$ cat config.mk
export PLATFORM = sky130hd
export DESIGN_NAME = load_store_unit
export DESIGN_NICKNAME = d
export VERILOG_FILES = /design/src/rtl/load_store_unit.sv
export SDC_FILE = /design/constraint.sdc
export NUM_CORES = 1
export LEC_CHECK = 0
export ABC_AREA = 1
export CAP_MARGIN = 20
export CORE_UTILIZATION = 52
export CTS_CLUSTER_SIZE = 16
export DETAILED_ROUTE_END_ITERATION = 10
export PLACE_DENSITY = 0.84
export SETUP_SLACK_MARGIN = 0.05
export SYNTH_ARGS = -nofsm -noshare
export SYNTH_HDL_FRONTEND = slang
export SYNTH_SLANG_ARGS = --single-unit
$ cat constraint.sdc
create_clock -name CLK -period 4.94 [get_ports CLK]
set_input_delay 1.235 -clock CLK [delete_from_list [all_inputs] [get_ports CLK]]
set_output_delay 1.235 -clock CLK [all_outputs]
set_load 0.05 [all_outputs]
$ cat src/rtl/load_store_unit.sv
// load_store_unit
//   Initiator side of the multicycle CPU's data-memory interface. It accepts
//   one load/store at a time from the execute stage and drives the active-low
//   RD/WR strobes, word address and write data of a byte-addressed,
//   big-endian memory. Sub-word stores are done as read-modify-write.
//   Misaligned or illegal requests are answered with resp_err and never
//   reach memory.
//
// Parameters
//   WAIT_CYCLES  cycles RD is held low before DataOut is captured (1..15)
//
// Ports
//   CLK, Reset            rising-edge clock, synchronous active-high reset
//   req_valid/req_ready   request handshake (ready only while idle)
//   req_we                1 = store, 0 = load
//   req_size              00 byte, 01 half, 10 word, 11 illegal
//   req_signed            sign-extend sub-word loads
//   req_addr, req_wdata   byte address, right-aligned store data
//   resp_valid            one-cycle completion pulse
//   resp_rdata, resp_err  load result / error flag, held until next response
//   RD, WR                active-low memory strobes
//   DAddr, DataIn         registered word address and write data
//   DataOut               word read from memory
module load_store_unit #(
  parameter int WAIT_CYCLES = 1
) (
  input  logic        CLK,
  input  logic        Reset,
  input  logic        req_valid,
  output logic        req_ready,
  input  logic        req_we,
  input  logic [1:0]  req_size,
  input  logic        req_signed,
  input  logic [31:0] req_addr,
  input  logic [31:0] req_wdata,
  output logic        resp_valid,
  output logic [31:0] resp_rdata,
  output logic        resp_err,
  output logic        RD,
  output logic        WR,
  output logic [31:0] DAddr,
  output logic [31:0] DataIn,
  input  logic [31:0] DataOut
);

  typedef enum logic [1:0] {IDLE, READ, WRITE, RESP} state_t;

  localparam logic [1:0] SZ_BYTE  = 2'b00;
  localparam logic [1:0] SZ_HALF  = 2'b01;
  localparam logic [1:0] SZ_WORD  = 2'b10;
  localparam logic [3:0] LAST_CNT = 4'(WAIT_CYCLES - 1);

  state_t      state, state_nxt;
  logic [3:0]  cnt;
  logic        accept;
  logic        req_ok;
  logic        read_done;

  logic        we_q;
  logic [1:0]  size_q;
  logic        signed_q;
  logic [1:0]  lane_q;
  logic [31:0] wdata_q;

  // Alignment rule: halves on even addresses, words on multiples of four.
  function automatic logic aligned(input logic [1:0] size, input logic [1:0] lane);
    logic ok;
    case (size)
      SZ_BYTE: ok = 1'b1;
      SZ_HALF: ok = ~lane[0];
      SZ_WORD: ok = (lane == 2'b00);
      default: ok = 1'b0;
    endcase
    return ok;
  endfunction

  // Big-endian lane extraction: byte lane k sits at [31-8k:24-8k],
  // the half at lane[1]=0 sits in the upper 16 bits.
  function automatic logic [31:0] extract(input logic [31:0] word,
                                          input logic [1:0]  size,
                                          input logic [1:0]  lane,
                                          input logic        sgn);
    logic [7:0]  b;
    logic [15:0] h;
    logic [31:0] r;
    case (lane)
      2'd0:    b = word[31:24];
      2'd1:    b = word[23:16];
      2'd2:    b = word[15:8];
      default: b = word[7:0];
    endcase
    h = lane[1] ? word[15:0] : word[31:16];
    case (size)
      SZ_BYTE: r = {{24{sgn & b[7]}}, b};
      SZ_HALF: r = {{16{sgn & h[15]}}, h};
      default: r = word;
    endcase
    return r;
  endfunction

  // Replace the target lane of the word just read with the store data.
  function automatic logic [31:0] merge(input logic [31:0] word,
                                        input logic [1:0]  size,
                                        input logic [1:0]  lane,
                                        input logic [31:0] wdata);
    logic [31:0] r;
    r = word;
    if (size == SZ_BYTE) begin
      case (lane)
        2'd0:    r[31:24] = wdata[7:0];
        2'd1:    r[23:16] = wdata[7:0];
        2'd2:    r[15:8]  = wdata[7:0];
        default: r[7:0]   = wdata[7:0];
      endcase
    end else if (size == SZ_HALF) begin
      if (lane[1]) r[15:0]  = wdata[15:0];
      else         r[31:16] = wdata[15:0];
    end else begin
      r = wdata;
    end
    return r;
  endfunction

  assign accept    = req_valid && (state == IDLE);
  assign req_ok    = aligned(req_size, req_addr[1:0]);
  assign read_done = (state == READ) && (cnt == LAST_CNT);

  always_ff @(posedge CLK) begin
    if (Reset) state <= IDLE;
    else       state <= state_nxt;
  end

  always_comb begin
    state_nxt  = state;
    req_ready  = 1'b0;
    resp_valid = 1'b0;
    RD         = 1'b1;
    WR         = 1'b1;
    case (state)
      IDLE: begin
        req_ready = ~Reset;
        if (accept) begin
          if (!req_ok)                           state_nxt = RESP;
          else if (req_we && req_size == SZ_WORD) state_nxt = WRITE;
          else                                   state_nxt = READ;
        end
      end
      READ: begin
        RD = 1'b0;
        if (read_done) state_nxt = we_q ? WRITE : RESP;
      end
      WRITE: begin
        WR        = 1'b0;
        state_nxt = RESP;
      end
      default: begin
        resp_valid = 1'b1;
        state_nxt  = IDLE;
      end
    endcase
  end

  // Request fields are captured once at acceptance and used by later states.
  always_ff @(posedge CLK) begin
    if (accept) begin
      we_q     <= req_we;
      size_q   <= req_size;
      signed_q <= req_signed;
      lane_q   <= req_addr[1:0];
      wdata_q  <= req_wdata;
    end
  end

  // Wait counter, memory-side registers and held response fields.
  always_ff @(posedge CLK) begin
    if (Reset) begin
      cnt        <= 4'd0;
      DAddr      <= 32'd0;
      DataIn     <= 32'd0;
      resp_rdata <= 32'd0;
      resp_err   <= 1'b0;
    end else begin
      case (state)
        IDLE: begin
          cnt <= 4'd0;
          if (accept) begin
            if (!req_ok) begin
              resp_err   <= 1'b1;
              resp_rdata <= 32'd0;
            end else begin
              DAddr <= {req_addr[31:2], 2'b00};
              if (req_we && req_size == SZ_WORD) DataIn <= req_wdata;
            end
          end
        end
        READ: begin
          if (cnt == LAST_CNT) begin
            cnt <= 4'd0;
            if (we_q) begin
              DataIn <= merge(DataOut, size_q, lane_q, wdata_q);
            end else begin
              resp_rdata <= extract(DataOut, size_q, lane_q, signed_q);
              resp_err   <= 1'b0;
            end
          end else begin
            cnt <= cnt + 4'd1;
          end
        end
        WRITE: begin
          resp_rdata <= 32'd0;
          resp_err   <= 1'b0;
        end
        default: ;
      endcase
    end
  end

endmodule

==> metrics <==
Die Area 0.0142 mm^2; vias per cell ~5.6; Register Area between 0.003 and 0.004 mm^2; Setup WS post-layout approximately 1100 ps; Clock Pin Slew Worst Setup and Hold Paths about 60 ps; Die Y between 100 and 150 um; Fin Setup TNS 0 ps; Overflow after GRT 0; pre-CTS setup slack 1060 ps; cell-internal power 3.26 mW; CP Max Fanout 2; share of layout cells above drive strength 1 0.0525; antenna cells 0; postcts setup bufs 0; Reg power frac 0.279; LEAKAGE ~4 nW; Relative slew margins 0.308; area grow syn2layout 36.2%; max-cap violation count 0; VDD IR max roughly 0.37 mV; final worst path period share 0.783; Worst Path Arrival roughly 2600 ps; Vias roughly 7800; Seq cells post-synth between 100 and 150; CTS resizes 0; Clk pwr share 0.210; Hold-fix buffers, CTS 0; Slew @ Worst Pin around 1000 ps; DRC Markers 0; setup violators final 0; Hold WC Path Type register to register; Max Freq around 0.26 GHz; CORE AREA approximately 0.013 mm^2; crit start category primary input; post-DR wirelength/cell between 15 and 20 um; detailed router's first-iteration violation count approximately 1000; Switching Fraction 0.465; drt total wl ~23000 um; Clk Latency, worst-skew pair 430 ps; Starting Density 0.537; first-pass GRT wire length roughly 37000 um; Post-Syn Instances around 1000; fill count approximately 1100; detailed placement HPWL 16200 um; CTS tree built; CTS max path bufs 2; pwr/cell area between 600 and 700 mW/mm^2; crit path capture type output port; syn avg cell area around 7.0 um^2; Util after Layout 0.732; status finished, final reports clean; Final Net Count approximately 1300; switching power 2.84 mW; Min Clock Period, post-route 3870 ps; Total Routing Usage GR 0.332; data required time of the worst path about 3700 ps; Ports between 200 and 250; remaining antenna violation count 0; fin. max-slew vios 0; largest net degree at the start of global routing 58; Port Buffers 201; Multi-input gate area roughly 0.0034 mm^2; Num CTS Buffers 17; Core Rows 42; routability cong. 0.995; RSZ-0062 raised after global routing no; drt first pass iters 6; cell area after synthesis about 0.007 mm^2; initial antenna violation count 0; Worst Skew between 10 and 15 ps; die width around 120 um; Ys Warns 0; hold slack final approximately 470 ps; Sink Count ~140; endpoints failing hold 0; H-tree depth 4; sequential fraction of the synthesis area 0.443; vias in the first global route 7010; type of the worst setup path primary input to output port; Clock Tree Root clkbuf_16; Netlist cell types 32; Logic pwr share 0.511
==> metal layers <==
layer | vias to the layer above | share of wire | global-route usage
met4 | 0 | 0.036 | 0.147
met3 | 69 | 0.11 | 0.0809
met1 | 3519 | 0.40 | 0.436
met2 | 509 | 0.45 | 0.517
met5 | - | 0 | 0
li1 | 3668 | - | -
==> registers in the layout (all words and copies together) (netlist names), 2 cells and up <==
signal      cells
resp_rdata     32
state           2
size_q          2
DataIn         32
cnt             4
lane_q          2
wdata_q        32
DAddr          30
==> cells in the final DEF (no fill, tap or decap), types with 12 or more instances in the layout <==
cell	instances
o21ai_0	101
inv_1	54
edfxtp_1	38
clkbuf_16	19
dfxtp_1	101
clkdlybuf4s50_1	201
a21oi_1	93
nand2_1	263
o22ai_1	12
o211ai_1	18
nand3_1	59
nor2_1	173
==> critical path, cell delays in order <==
cell and delay (ps):
clkdlybuf4s50_1 460, nor2_1 130, clkdlybuf4s50_1 810
==> power groups by stage <==
| stage | logic (mW) | registers [mW] | clock network [mW] |
|---|---|---|---|
| 6_report | 3.12 | 1.70 | 1.28 |
| 5_1_grt | 3.35 | 1.74 | 1.33 |
| 4_1_cts | 3.09 | 1.70 | 1.28 |
| 3_5_place_dp | 3.06 | 1.71 | 0 |
| 3_3_place_gp | 3.02 | 1.70 | 0 |
| 2_1_floorplan | 1.35 | 2.50 | 0 |
==> final cells by class <==
| type | count | area share |
|---|---|---|
| inverters | 60 | 0.0232 |
| clock inverters | 4 | 0.00502 |
| flip-flops and latches | 139 | 0.325 |
| clock buffers | 28 | 0.0565 |
| repair buffers | 211 | 0.215 |
| multi-input cells | 759 | 0.353 |
| well taps | 176 | 0.0226 |
==> path summary, 6_finish.rpt <==
check,from,slack [ps],depth (start not counted),endpoint
worst max register to register,state[1],1930,12,DataIn[4]
worst min-delay path,resp_rdata[24],470,2,resp_rdata[24]
worst min register to register,resp_rdata[24],470,2,resp_rdata[24]
worst max-delay path,Reset,1070,3,req_ready
==> cells in the mapped netlist, drive strengths merged <==
cell type  count  share of area
nand2        266           0.14
nor2         179          0.099
o21ai        107          0.075
dfxtp        101           0.28
a21oi         93          0.065
nand3         61          0.045
inv           60          0.032
buf           39          0.030
edfxtp        38           0.16
clkbuf        29          0.015
o211ai        18          0.019
o22ai         12          0.011
or2           11         0.0096
ha             6          0.011
a31oi          1        0.00088
conb           1        0.00053
nand3b         1         0.0011
nor3           1        0.00070
o21bai         1         0.0011
==> cells by family (layout without fill, tap and decap cells) <==
kind of cell             after synthesis  count (layout)  synth area share
AO/OA/AOI/OAI                        232             232             0.172
adder cells (fa/ha/maj)                6               6            0.0105
buffers and inverters                128             303            0.0773
flip-flops                           139             139             0.443
other                                  1               2          0.000525
AND/OR/NAND/NOR                      519             519             0.297
==> stage by stage <==
stage               total power, mW  instance area (um^2)  std cells
finish                         6.10                  9730       1377
global route                   6.42                  9730       1377
CTS                            6.07                  9730       1377
detailed placement             4.77                  9130       1345
global placement               4.72                  9130       1345
floorplan                      3.85                  7140       1026
Note: power is estimated with default switching activity, not from simulation.
